## src/rtl/pen_locator_pkg.sv

```systemverilog
`default_nettype none
// ============================================================================
//  Module      : pen_locator_pkg
//  Description : Shared matrix geometry, FSM encoding and pixel/coordinate
//                helpers for the light-pen locator.
//  Revision    : 1.0  initial release
// ============================================================================
package pen_locator_pkg;

    localparam int MATRIX_DIM = 8;
    localparam int COORD_W    = 3;
    localparam int PIX_W      = 6;
    localparam int CONF_W     = 4;

    // Last pixel of a row-major sweep of the whole matrix
    localparam logic [PIX_W-1:0] LAST_PIX = PIX_W'(MATRIX_DIM * MATRIX_DIM - 1);

    typedef enum logic [0:0] {
        PL_IDLE  = 1'b0,
        PL_PROBE = 1'b1
    } pl_state_t;

    typedef struct packed {
        logic [COORD_W-1:0] row;
        logic [COORD_W-1:0] col;
    } pix_coord_t;

    // Row-major pixel index to (row,col)
    function automatic pix_coord_t pix_to_coord(input logic [PIX_W-1:0] pix);
        pix_coord_t c;
        c.row = pix[PIX_W-1:COORD_W];
        c.col = pix[COORD_W-1:0];
        return c;
    endfunction

endpackage
`default_nettype wire

```

## src/rtl/pen_locator_if.sv

```systemverilog
`default_nettype none
// ============================================================================
//  Module      : pen_locator_if
//  Description : Probe drive and confirmed-hit handshake between the pen
//                locator and the matrix/frame-buffer driver.
//  Revision    : 1.0  initial release
// ============================================================================
interface pen_locator_if;
    import pen_locator_pkg::*;

    logic               probe_active;
    logic [COORD_W-1:0] probe_row;
    logic [COORD_W-1:0] probe_col;
    logic               hit_valid;
    logic [COORD_W-1:0] hit_row;
    logic [COORD_W-1:0] hit_col;
    logic               hit_ready;
    logic               overflow;

    // Locator side
    modport master (
        output probe_active, probe_row, probe_col,
        output hit_valid, hit_row, hit_col, overflow,
        input  hit_ready
    );

    // Matrix driver side
    modport slave (
        input  probe_active, probe_row, probe_col,
        input  hit_valid, hit_row, hit_col, overflow,
        output hit_ready
    );

endinterface
`default_nettype wire

```

## src/rtl/pen_locator_sampler.sv

```systemverilog
`default_nettype none
// ============================================================================
//  Module      : pen_locator_sampler
//  Description : Synchronises the raw pen photodiode, counts pen-high cycles
//                inside the sample window of the probed pixel and flags a hit
//                on the last dwell cycle.
//  Revision    : 1.0  initial release
// ============================================================================
module pen_locator_sampler #(
    parameter int MIN_HIGH = 8
) (
    input  wire  clk,
    input  wire  rst_n,
    input  wire  pen_raw,
    input  wire  active,
    input  wire  in_window,
    input  wire  pix_end,
    output logic hit
);

    localparam int               c_high_w   = $clog2(MIN_HIGH + 1);
    localparam logic [c_high_w-1:0] c_high_max = c_high_w'(MIN_HIGH);

    logic                r_sync1;
    logic                r_pen_s;
    logic [c_high_w-1:0] r_high_cnt;
    logic [c_high_w-1:0] w_high_next;

    // Two-flop synchroniser for the asynchronous pen input
    always_ff @(posedge clk or negedge rst_n) begin
        if (!rst_n) begin
            r_sync1 <= 1'b0;
            r_pen_s <= 1'b0;
        end else begin
            r_sync1 <= pen_raw;
            r_pen_s <= r_sync1;
        end
    end

    // Saturating count including the current cycle, so the last window cycle counts
    always_comb begin
        w_high_next = r_high_cnt;
        if (active && in_window && r_pen_s && (r_high_cnt != c_high_max)) begin
            w_high_next = r_high_cnt + 1'b1;
        end
    end

    assign hit = active && pix_end && (w_high_next == c_high_max);

    // High counter restarts for every pixel and whenever probing stops
    always_ff @(posedge clk or negedge rst_n) begin
        if (!rst_n) begin
            r_high_cnt <= '0;
        end else if (!active || pix_end) begin
            r_high_cnt <= '0;
        end else begin
            r_high_cnt <= w_high_next;
        end
    end

endmodule
`default_nettype wire

```

## src/rtl/pen_locator.sv

```systemverilog
`default_nettype none
// ============================================================================
//  Module      : pen_locator
//  Description : Sweeps a single-pixel probe over the 8x8 matrix, confirms
//                the first pen hit over several sweeps and hands one (row,col)
//                write request per pen placement to the matrix driver.
//  Revision    : 1.0  initial release
// ============================================================================
module pen_locator
    import pen_locator_pkg::*;
#(
    parameter int DWELL_CYC  = 1000,
    parameter int SAMPLE_CYC = 400,
    parameter int MIN_HIGH   = 8,
    parameter int CONFIRM    = 3
) (
    input  wire           clk,
    input  wire           rst_n,
    input  wire           en,
    input  wire           pen_i,
    pen_locator_if.master bus
);

    localparam int                   c_dwell_w    = $clog2(DWELL_CYC);
    localparam logic [c_dwell_w-1:0] c_dwell_last = c_dwell_w'(DWELL_CYC - 1);
    localparam logic [c_dwell_w-1:0] c_win_start  = c_dwell_w'(DWELL_CYC - SAMPLE_CYC);
    localparam logic [CONF_W-1:0]    c_conf_max   = CONF_W'(CONFIRM);

    pl_state_t            r_state;
    pl_state_t            w_state_next;
    logic [c_dwell_w-1:0] r_dwell;
    logic [PIX_W-1:0]     r_pix;
    logic                 r_sweep_hit;
    logic [PIX_W-1:0]     r_first_pix;
    logic                 r_cand_valid;
    logic [PIX_W-1:0]     r_cand_pix;
    logic [CONF_W-1:0]    r_conf_cnt;
    logic                 r_armed;
    logic                 r_hit_valid;
    logic [PIX_W-1:0]     r_hit_pix;
    logic                 r_overflow;

    logic                 w_active;
    logic                 w_pix_end;
    logic                 w_sweep_end;
    logic                 w_in_window;
    logic                 w_pix_hit;
    logic                 w_any_hit;
    logic [PIX_W-1:0]     w_first_pix;
    logic                 w_same_cand;
    logic [CONF_W-1:0]    w_conf_next;
    logic                 w_armed_eff;
    logic                 w_emit;
    pix_coord_t           w_probe_xy;
    pix_coord_t           w_hit_xy;

    // Probing only counts while the FSM is probing and enable is still high
    assign w_active    = (r_state == PL_PROBE) && en;
    assign w_pix_end   = w_active && (r_dwell == c_dwell_last);
    assign w_sweep_end = w_pix_end && (r_pix == LAST_PIX);
    assign w_in_window = (r_dwell >= c_win_start);

    pen_locator_sampler #(
        .MIN_HIGH (MIN_HIGH)
    ) u_sampler (
        .clk       (clk),
        .rst_n     (rst_n),
        .pen_raw   (pen_i),
        .active    (w_active),
        .in_window (w_in_window),
        .pix_end   (w_pix_end),
        .hit       (w_pix_hit)
    );

    // FSM state register
    always_ff @(posedge clk or negedge rst_n) begin
        if (!rst_n) begin
            r_state <= PL_IDLE;
        end else begin
            r_state <= w_state_next;
        end
    end

    // FSM next state: probe while enabled, abort immediately on disable
    always_comb begin
        w_state_next = r_state;
        case (r_state)
            PL_IDLE:  if (en)  w_state_next = PL_PROBE;
            PL_PROBE: if (!en) w_state_next = PL_IDLE;
            default:  w_state_next = PL_IDLE;
        endcase
    end

    // Dwell and pixel counters; pixel index wraps 63 -> 0 by width
    always_ff @(posedge clk or negedge rst_n) begin
        if (!rst_n) begin
            r_dwell <= '0;
            r_pix   <= '0;
        end else if (!w_active) begin
            r_dwell <= '0;
            r_pix   <= '0;
        end else if (w_pix_end) begin
            r_dwell <= '0;
            r_pix   <= r_pix + 1'b1;
        end else begin
            r_dwell <= r_dwell + 1'b1;
        end
    end

    // Sweep-end confirmation decision, including a hit on pixel 63 itself
    always_comb begin
        w_any_hit   = r_sweep_hit || w_pix_hit;
        w_first_pix = r_sweep_hit ? r_first_pix : r_pix;
        w_same_cand = w_any_hit && r_cand_valid && (r_cand_pix == w_first_pix);
        w_conf_next = CONF_W'(1);
        if (!w_any_hit) begin
            w_conf_next = '0;
        end else if (w_same_cand) begin
            w_conf_next = (r_conf_cnt == c_conf_max) ? r_conf_cnt : r_conf_cnt + 1'b1;
        end
        // A no-hit sweep or a new candidate re-arms emission
        w_armed_eff = r_armed || !w_same_cand;
        w_emit      = w_sweep_end && w_any_hit && (w_conf_next == c_conf_max) && w_armed_eff;
    end

    // First-hit capture within a sweep and candidate/confirm tracking across sweeps
    always_ff @(posedge clk or negedge rst_n) begin
        if (!rst_n) begin
            r_sweep_hit  <= 1'b0;
            r_first_pix  <= '0;
            r_cand_valid <= 1'b0;
            r_cand_pix   <= '0;
            r_conf_cnt   <= '0;
            r_armed      <= 1'b1;
        end else if (!w_active) begin
            r_sweep_hit  <= 1'b0;
            r_first_pix  <= '0;
            r_cand_valid <= 1'b0;
            r_cand_pix   <= '0;
            r_conf_cnt   <= '0;
            r_armed      <= 1'b1;
        end else if (w_sweep_end) begin
            r_sweep_hit  <= 1'b0;
            r_first_pix  <= '0;
            r_cand_valid <= w_any_hit;
            r_cand_pix   <= w_any_hit ? w_first_pix : '0;
            r_conf_cnt   <= w_conf_next;
            r_armed      <= w_armed_eff && !w_emit;
        end else if (w_pix_hit && !r_sweep_hit) begin
            r_sweep_hit  <= 1'b1;
            r_first_pix  <= r_pix;
        end
    end

    // Hit output register: load when free or being accepted, else drop and flag
    always_ff @(posedge clk or negedge rst_n) begin
        if (!rst_n) begin
            r_hit_valid <= 1'b0;
            r_hit_pix   <= '0;
        end else if (w_emit && (!r_hit_valid || bus.hit_ready)) begin
            r_hit_valid <= 1'b1;
            r_hit_pix   <= w_first_pix;
        end else if (r_hit_valid && bus.hit_ready) begin
            r_hit_valid <= 1'b0;
        end
    end

    // Sticky overflow, cleared whenever the locator is disabled
    always_ff @(posedge clk or negedge rst_n) begin
        if (!rst_n) begin
            r_overflow <= 1'b0;
        end else if (!en) begin
            r_overflow <= 1'b0;
        end else if (w_emit && r_hit_valid && !bus.hit_ready) begin
            r_overflow <= 1'b1;
        end
    end

    assign w_probe_xy       = pix_to_coord(r_pix);
    assign w_hit_xy         = pix_to_coord(r_hit_pix);

    assign bus.probe_active = (r_state == PL_PROBE);
    assign bus.probe_row    = w_probe_xy.row;
    assign bus.probe_col    = w_probe_xy.col;
    assign bus.hit_valid    = r_hit_valid;
    assign bus.hit_row      = w_hit_xy.row;
    assign bus.hit_col      = w_hit_xy.col;
    assign bus.overflow     = r_overflow;

endmodule
`default_nettype wire

```

## src/flat_wrapper.sv

```systemverilog
// flat-port wrapper written by rule: the top's interface ports become plain ports
module pen_locator_flat import pen_locator_pkg::*;
#(
    parameter int DWELL_CYC  = 1000,
    parameter int SAMPLE_CYC = 400,
    parameter int MIN_HIGH   = 8,
    parameter int CONFIRM    = 3
)
  (clk, rst_n, en, pen_i, bus_probe_active, bus_probe_row, bus_probe_col, bus_hit_valid, bus_hit_row, bus_hit_col, bus_overflow, bus_hit_ready);
  pen_locator_if bus_i ();
  input  wire clk;
  input  wire rst_n;
  input  wire en;
  input  wire pen_i;
  output wire logic [$bits(bus_i.probe_active)-1:0] bus_probe_active;
  output wire logic [$bits(bus_i.probe_row)-1:0] bus_probe_row;
  output wire logic [$bits(bus_i.probe_col)-1:0] bus_probe_col;
  output wire logic [$bits(bus_i.hit_valid)-1:0] bus_hit_valid;
  output wire logic [$bits(bus_i.hit_row)-1:0] bus_hit_row;
  output wire logic [$bits(bus_i.hit_col)-1:0] bus_hit_col;
  output wire logic [$bits(bus_i.overflow)-1:0] bus_overflow;
  input wire logic [$bits(bus_i.hit_ready)-1:0] bus_hit_ready;
  assign bus_probe_active = bus_i.probe_active;
  assign bus_probe_row = bus_i.probe_row;
  assign bus_probe_col = bus_i.probe_col;
  assign bus_hit_valid = bus_i.hit_valid;
  assign bus_hit_row = bus_i.hit_row;
  assign bus_hit_col = bus_i.hit_col;
  assign bus_overflow = bus_i.overflow;
  assign bus_i.hit_ready = bus_hit_ready;
  pen_locator #(.DWELL_CYC(DWELL_CYC), .SAMPLE_CYC(SAMPLE_CYC), .MIN_HIGH(MIN_HIGH), .CONFIRM(CONFIRM)) u_core (.clk(clk), .rst_n(rst_n), .en(en), .pen_i(pen_i), .bus(bus_i));
endmodule
```

## config.mk

```make
export PLATFORM = sky130hd
export DESIGN_NAME = pen_locator_flat
export DESIGN_NICKNAME = d
export VERILOG_FILES = /design/src/rtl/pen_locator_pkg.sv /design/src/rtl/pen_locator_if.sv /design/src/rtl/pen_locator_sampler.sv /design/src/rtl/pen_locator.sv /design/src/flat_wrapper.sv
export SDC_FILE = /design/constraint.sdc
export NUM_CORES = 1
export LEC_CHECK = 0
export BUFFER_PORTS_ARGS = -buffer_cell sky130_fd_sc_hd__buf_2
export CAP_MARGIN = 10
export CORE_MARGIN = 10
export CORE_UTILIZATION = 45
export DETAILED_ROUTE_END_ITERATION = 10
export PLACE_DENSITY = 0.64
export REMOVE_ABC_BUFFERS = 1
export SYNTH_ARGS = -nofsm -noshare
export SYNTH_HDL_FRONTEND = slang
export SYNTH_SLANG_ARGS = --single-unit
```

## constraint.sdc

```tcl
create_clock -name clk -period 3.6 [get_ports clk]
set_clock_uncertainty 0.2 [all_clocks]
set_input_delay 0.36 -clock clk [delete_from_list [all_inputs] [get_ports clk]]
set_output_delay 0.36 -clock clk [all_outputs]
set_load 0.02 [all_outputs]
```

==> results of run 1 <==
==> power groups by stage <==
stage               combinational (µW)  sequential (µW)  clock [µW]
floorplan                         7.59              578           0
global placement                  27.8              577           0
detailed placement                28.1              577           0
CTS                               29.8              566         391
global route                      33.1              567         419
finish                            28.6              566         384
==> how the worst max path moves through the flow <==
stage | startpoint | to | slack [ps] | cells after the start
floorplan | u_core.bus.probe_active | u_core.r_hit_pix[0] | 1070 | 6
global placement | en | u_core.r_hit_pix[2] | 810 | 7
detailed placement | en | u_core.r_hit_pix[0] | 680 | 7
CTS | u_core.u_sampler.r_high_cnt[1] | u_core.r_hit_pix[0] | 710 | 7
global route | u_core.u_sampler.r_high_cnt[1] | u_core.r_hit_pix[0] | 510 | 7
finish | u_core.u_sampler.r_high_cnt[1] | u_core.r_hit_pix[0] | 730 | 7
==> layout make-up <==
| class | instances | area share [%] |
|---|---|---|
| Sequential cell | 50 | 43.98 |
| Timing Repair Buffer | 22 | 4.306 |
| Tap cell | 72 | 3.163 |
| Inverter | 8 | 1.054 |
| Multi-Input combinational cell | 176 | 43.63 |
| Clock buffer | 8 | 3.866 |
==> layout by cell type, fill, tap and decap left out, types with 3 or more instances in the layout <==
master	netlist	layout
and3_1	3	3
a21oi_1	6	6
and2_1	3	3
nor2_1	35	35
ha_1	6	6
mux2i_1	8	8
o21ai_0	6	6
mux2_2	11	11
buf_2	1	19
a21o_1	3	3
clkbuf_8	0	8
nand3_1	7	7
xnor2_1	7	7
a22o_1	6	6
dfrtp_1	49	49
nand2_1	15	15
or3_1	4	4
inv_1	8	8
a211oi_1	3	3
xor2_1	12	12
nand4_1	8	8
==> logic make-up after synthesis <==
family          Yosys count
simple gates             90
fa+ha+maj                 6
compound gates           41
mux                      20
xor+xnor                 19
flops                    50
buf+inv                  14
==> flip-flops by register name, indices dropped and copies added (netlist names), 4 cells and up <==
register and flops:
u_core.r_cand_pix 6, u_core.r_conf_cnt 4, u_core.r_dwell 10, u_core.r_first_pix 6
u_core.r_hit_pix 6, u_core.r_pix 6, u_core.u_sampler.r_high_cnt 4
==> metal layers <==
metal | vias to the layer above | global-route usage, %
met3 | 7 | 2.278
met5 | - | 0
met2 | 22 | 20.57
met1 | 933 | 17.14
met4 | 0 | 5.160
li1 | 902 | -
==> synthesized netlist by cell type (all sizes together), types with 2 or more instances <==
master  instances
nand3           7
a21oi           6
nand4           9
nand4b          2
mux2           12
or2             2
ha              6
and3            3
inv             8
nand2          15
or3             4
xnor2           7
a21o            3
buf             2
mux2i           8
xor2           12
nand2b          2
a211oi          3
dfrtp          49
clkbuf          4
nor3            2
nor2b           2
nor2           35
o211ai          2
o21ai           6
a22o            6
and2            3
a311oi          2
==> metrics by stage <==
stage	cell area (µm²)	cells	worst slack, ps
after detailed placement	2718	326	675.9
after floorplan	2525	234	1072
after CTS	2848	336	710.8
after global placement	2718	326	808.9
final	2848	336	731.4
after global routing	2848	336	506.4
==> what timing repair did <==
action / in CTS / in global routing
setup endpoints to repair: 0 / 0
hold buffers: 2 / 0
endpoints found under the hold margin: 30 / 0
==> results.md, run 1 <==
* Total GRT Usage at 12.95%
* Cells after Synth at 240
* Clock Tree Buf Depth at 2
* Worst Tran Pin Value at 764.3 ps
* Post-synth EDFFs at 0
* Total grt overflow at 0
* Final worst path period need at 2869 ps
* Initial detailed-routing violation count at 97
* Area Growth Syn to Fin at 11.40%
* Leakage at 0.001321 µW
* Net Sw Frac at 21.92%
* Hold Violations, Final at 0
* Vias in the first global route at 1908
* Synthesized-area fraction occupied by xor and xnor cells at 6.510%
* Top cells by area, synth: dfrtp_1 48%, nor2_1 5.1%, mux2_2 4.8%
* Final period utilization at 79.68%
* Max VDD drop at 0.1968 mV
* Post-Synth Simple-Gate Area at 17.91%
* Power Total at 978.9 µW
* Fill count at 524
* Clock network fraction of total power at 39.2%
* Met1 WL at 2.548 mm
* Largest net degree at the start of global routing at 32
* CP peak stage delay at 480 ps
* Ys Warns at 0
* Setup Buffers After CTS at 0
* Logic pwr share at 2.9%
* Part of the Yosys area used for sequential elements at 49.00%
* Slew Viols, Final at 0
* Layout cells sized above 1 at 18.94%
* Root buf cell: clkbuf_8
* Die area at 9095 µm²
* Mux share of post-synthesis cell area at 8.566%
* CP arrival at 2870 ps
* Largest family of logic cells by synthesized area: simple AND/OR/NAND/NOR gates
* N_diodes at 0
* Die height at 95.37 µm
* Slew margin rel. at 48.86%
* Nets at 274
* TritonCTS Buffers at 5
* R2R depth at 7
* WL final at 5.305 mm
* # clock sinks at 50
* Power share of the sequential group at 57.9%
* HP Class: in -> reg
* Slowest stage cell, crit path: mux2i_1
* Internal power at 764.3 µW
* Mean post-synth cell area at 10.65 µm²
* CP top delay family: multiplexers
* Fmax at 348.6 MHz
* Routability congestion estimate at 0.7671
* Global-route wire length before repair at 9.453 mm
* Crit path buf inv count at 1
* Later-pin clock latency in the skew report at 310 ps
* Origin of the critical flop-to-flop path: u_core.u_sampler.r_high_cnt[1]
* Synth area leader: dfrtp_1
* Compound-gate portion of the synthesized area at 12.68%
* CTS tree: yes
* Switching Power at 214.6 µW
* Yosys top cell area share at 47.97%
* Final core utilization at 51.72%
* PD cells at 343.8 nW/µm²
* R2R setup slack at 730 ps
* Hold WS at 34.06 ps
* Total vias in the final route at 1864
* Cell Chain, Critical Path: ha_1 > inv_1 > a311oi_1 > mux2i_1 > o221ai_2 > nor4_4 > mux2_2
* # resized after CTS at 0
* Setup crit start kind: flop
* Register area at 1252 µm²
* Die width at 95.37 µm
* Final ANT Viol Nets at 0
* Core area at 5507 µm²
* R2R Path End: u_core.r_hit_pix[0]
* Met3 Wirelength at 127 µm
* Initial core utilization at 46.42%
* DRC at 0
* Mapped cell area at 2556 µm²
* RSZ-0062 raised after global routing: false
* DR WL met2 at 2.541 mm
* Flops & latches, synth at 50
* CP Data Required Time at 3600 ps
* Drt wl/cell at 15.79 µm
* Worst Setup End Kind: flop
* Critical path class: reg -> reg
* Initial antenna violation count at 0
* Synth async-reset ratio at 100.0%
* Hold Crit Start: en
* Finish-stage setup viols at 0
* Worst Hold Path Cells at 1
* Critical Path Fanout Max at 6
* I/O Pins at 20
* Max-cap violations at 0
* Drt pass-1 iters at 4
* Count of different cell masters after synthesis at 49
* Run status: completed
* Adder-cell share of the synthesized area at 2.937%
* Setup TNS at 0 ps
* # rows at 27
* Drt via density at 5.548
* CTS clk-pin slew, worst paths at 90 ps
* Hold EP: u_core.bus.probe_active
* Buffers on Ports at 19
* H-tree Lvls at 2
* Top FF cell, synth: dfrtp_1
* Area occupied by multi-input gates at 1242 µm²
* Hpwl dp at 3.758 mm
* Top sig layer: met4
Power figures use the tool's default switching activity.
==> run 2: changes to the inputs <==
clock period = 2.65 ns   (was 3.6 ns; I/O delays follow)
==> run 2 against run 1 <==
Against the previous run: clock power rose by 70%; critical endpoint is now u_core.r_hit_pix[4]; via count rose by 0.86%; critical path type unchanged; wire length fell by 2.3%.
==> results.md, run 2 (same netlist as run 1, synthesis figures left out) <==
* Run status: completed (unchanged)
* Hold Violations, Final at 0 (unchanged)
* RSZ-0062 raised after global routing: false (unchanged)
* Worst Hold Path Cells at 3 (was 1)
* CP top delay family: multiplexers (unchanged)
* Die width at 95.37 µm (unchanged)
* Final period utilization at 94.50% (was 79.68%)
* Hpwl dp at 3.819 mm (was 3.758 mm)
* Drt pass-1 iters at 4 (unchanged)
* Final ANT Viol Nets at 0 (unchanged)
* DRC at 0 (unchanged)
* Worst Setup End Kind: flop (unchanged)
* Die area at 9095 µm² (unchanged)
* CP dominant cell by count: mux2_2
* Total grt overflow at 0 (unchanged)
* PD cells at 487.3 nW/µm² (was 343.8 nW/µm²)
* Leakage at 0.001407 µW (was 0.001321 µW)
* TritonCTS Buffers at 5 (unchanged)
* Max VDD drop at 0.3879 mV (was 0.1968 mV)
* H-tree Lvls at 2 (unchanged)
* WL final at 5.182 mm (was 5.305 mm)
* Critical path class: reg -> reg (unchanged)
* Max reg flops at 10 (unchanged)
* Clock Tree Buf Depth at 2 (unchanged)
* CTS clk-pin slew, worst paths at 90 ps (about the same)
* Total GRT Usage at 12.31% (was 12.95%)
* Fmax at 399.3 MHz (was 348.6 MHz)
* Fill count at 500 (was 524)
* Most frequent cells in the layout: 47 x dfrtp_1, 34 x nor2_1, 19 x buf_2 (was 49 x dfrtp_1, 35 x nor2_1, 19 x buf_2)
* Finish-stage setup viols at 0 (unchanged)
* I/O Pins at 20 (unchanged)
* # clock sinks at 50 (unchanged)
* Non-Filler Instances at 351 (was 336)
* Largest net degree at the start of global routing at 39 (was 32)
* Core area at 5507 µm² (unchanged)
* N_diodes at 0 (unchanged)
* CP Data Required Time at 2650 ps (was 3600 ps)
* Root buf cell: clkbuf_8 (unchanged)
* Layout cells sized above 1 at 24.37% (was 18.94%)
* Vias in the first global route at 1852 (was 1908)
* Buffers on Ports at 19 (unchanged)
* Hold EP: u_core.bus.overflow (was u_core.bus.probe_active)
* Initial detailed-routing violation count at 68 (was 97)
* Most flop-heavy register: u_core.r_dwell (unchanged)
* Die height at 95.37 µm (unchanged)
* R2R setup slack at 150 ps (was 730 ps)
* Worst Tran Pin Value at 510.8 ps (was 764.3 ps)
* Cell Chain, Critical Path: mux2_2 > xor2_1 > nor2_1 > nand4_2 > nor4_4 > buf_4 > mux2_2 (was ha_1 > inv_1 > a311oi_1 > mux2i_1 > o221ai_2 > nor4_4 > mux2_2)
* Drt via density at 5.356 (was 5.548)
* Drt wl/cell at 14.76 µm (was 15.79 µm)
* Slew Viols, Final at 0 (unchanged)
* R2R Path End: u_core.r_hit_pix[4] (was u_core.r_hit_pix[0])
* CP peak stage delay at 460 ps (was 480 ps)
* # rows at 27 (unchanged)
* Placed instance count at 339 (was 326)
* CP arrival at 2500 ps (was 2870 ps)
* Slew margin rel. at 65.95% (was 48.86%)
* Setup TNS at 0 ps (unchanged)
* Final worst path period need at 2504 ps (was 2869 ps)
* HP Class: in -> reg (unchanged)
* Area Growth Syn to Fin at 17.52% (was 11.40%)
* Setup crit start kind: flop (unchanged)
* Most common cell after layout, fill and taps aside: dfrtp_1 (unchanged)
* Later-pin clock latency in the skew report at 310 ps (about the same)
* CTS tree: yes (unchanged)
* Critical Path Fanout Max at 7 (was 6)
* Hold Crit Start: en (unchanged)
* Routability congestion estimate at 0.7914 (was 0.7671)
* Crit path buf inv count at 1 (unchanged)
* R2R depth at 7 (unchanged)
* Origin of the critical flop-to-flop path: u_core.r_sweep_hit (was u_core.u_sampler.r_high_cnt[1])
* Slowest stage cell, crit path: dfrtp_2 (was mux2i_1)
* Max-cap violations at 0 (unchanged)
* Global-route wire length before repair at 9.004 mm (was 9.453 mm)
* Initial antenna violation count at 0 (unchanged)
* Initial core utilization at 46.42% (unchanged)
* Total vias in the final route at 1880 (was 1864)
* Nets at 289 (was 274)
## run 2: changes by cell type in the layout (fill, tap and decap cells not counted), sizes merged
cell         before  now
buf              20   34
bufinv            0    2
clkbuf            8    6
dlygate4sd3       2    3
## run 2: where the power goes
part | internal (µW) | switching (µW) | total, µW
Sequential | 766 | 3.07 | 769
Clock | 402 | 250 | 653
Combinational | 11.4 | 30.6 | 42.0
Total | 1180 | 284 | 1460
## run 2: what timing repair did
action / 4_1_cts / 5_1_grt
setup buffers: 0 / 1
setup endpoints to repair: 0 / 10
hold buffers: 3 / 0
endpoints found under the hold margin: 14 / 0
resized for setup: 0 / 4
## run 2: layout make-up
type                            instances  area (µm²)  area share, %
Sequential cell                        50        1255          41.77
Multi-Input combinational cell        176        1249          41.57
Timing Repair Buffer                   37       237.7          7.913
Tap cell                               72       90.09          2.999
Clock buffer                            6       82.58          2.749
Clock inverter                          2       60.06          1.999
Inverter                                8       30.03         0.9996
## run 2: metal layers
layer | vias to the layer above | routed length [µm] | GRT usage, %
met5 | - | 0 | 0
met4 | 0 | 85 | 4.791
met3 | 5 | 152 | 2.200
met2 | 29 | 2386 | 18.81
met1 | 912 | 2558 | 16.95
li1 | 934 | - | -
## run 2: stage by stage
step,worst slack [ps],hold WS (ps),utilization (%),total power (µW),area [µm²]
after floorplan,121.8,-230.6,-,795.0,2525
after global placement,101.4,-43.60,51.12,823.9,2815
after detailed placement,74.80,-40.45,51.12,824.8,2815
after CTS,56.20,47.75,54.26,1489,2988
after global routing,22.11,62.79,54.56,1519,3004
final,145.7,53.71,54.56,1464,3004
## run 2: how the worst max path moves through the flow
stage                       startpoint              endpoint  cells after the start
6_report            u_core.r_sweep_hit   u_core.r_hit_pix[4]                      7
5_1_grt              u_core.r_dwell[0]  u_core.r_conf_cnt[3]                      8
4_1_cts             u_core.r_sweep_hit   u_core.r_hit_pix[3]                      7
3_5_place_dp        u_core.r_sweep_hit   u_core.r_hit_pix[3]                      7
3_3_place_gp        u_core.r_sweep_hit   u_core.r_hit_pix[1]                      7
2_1_floorplan  u_core.bus.probe_active   u_core.r_hit_pix[0]                      6
## run 2: worst reg2reg max path: stages, from the launching register on
cell	delay, ps
dfrtp_2	460
mux2_2	400
xor2_1	150
nor2_1	190
nand4_2	180
nor4_4	290
buf_4	190
mux2_2	340
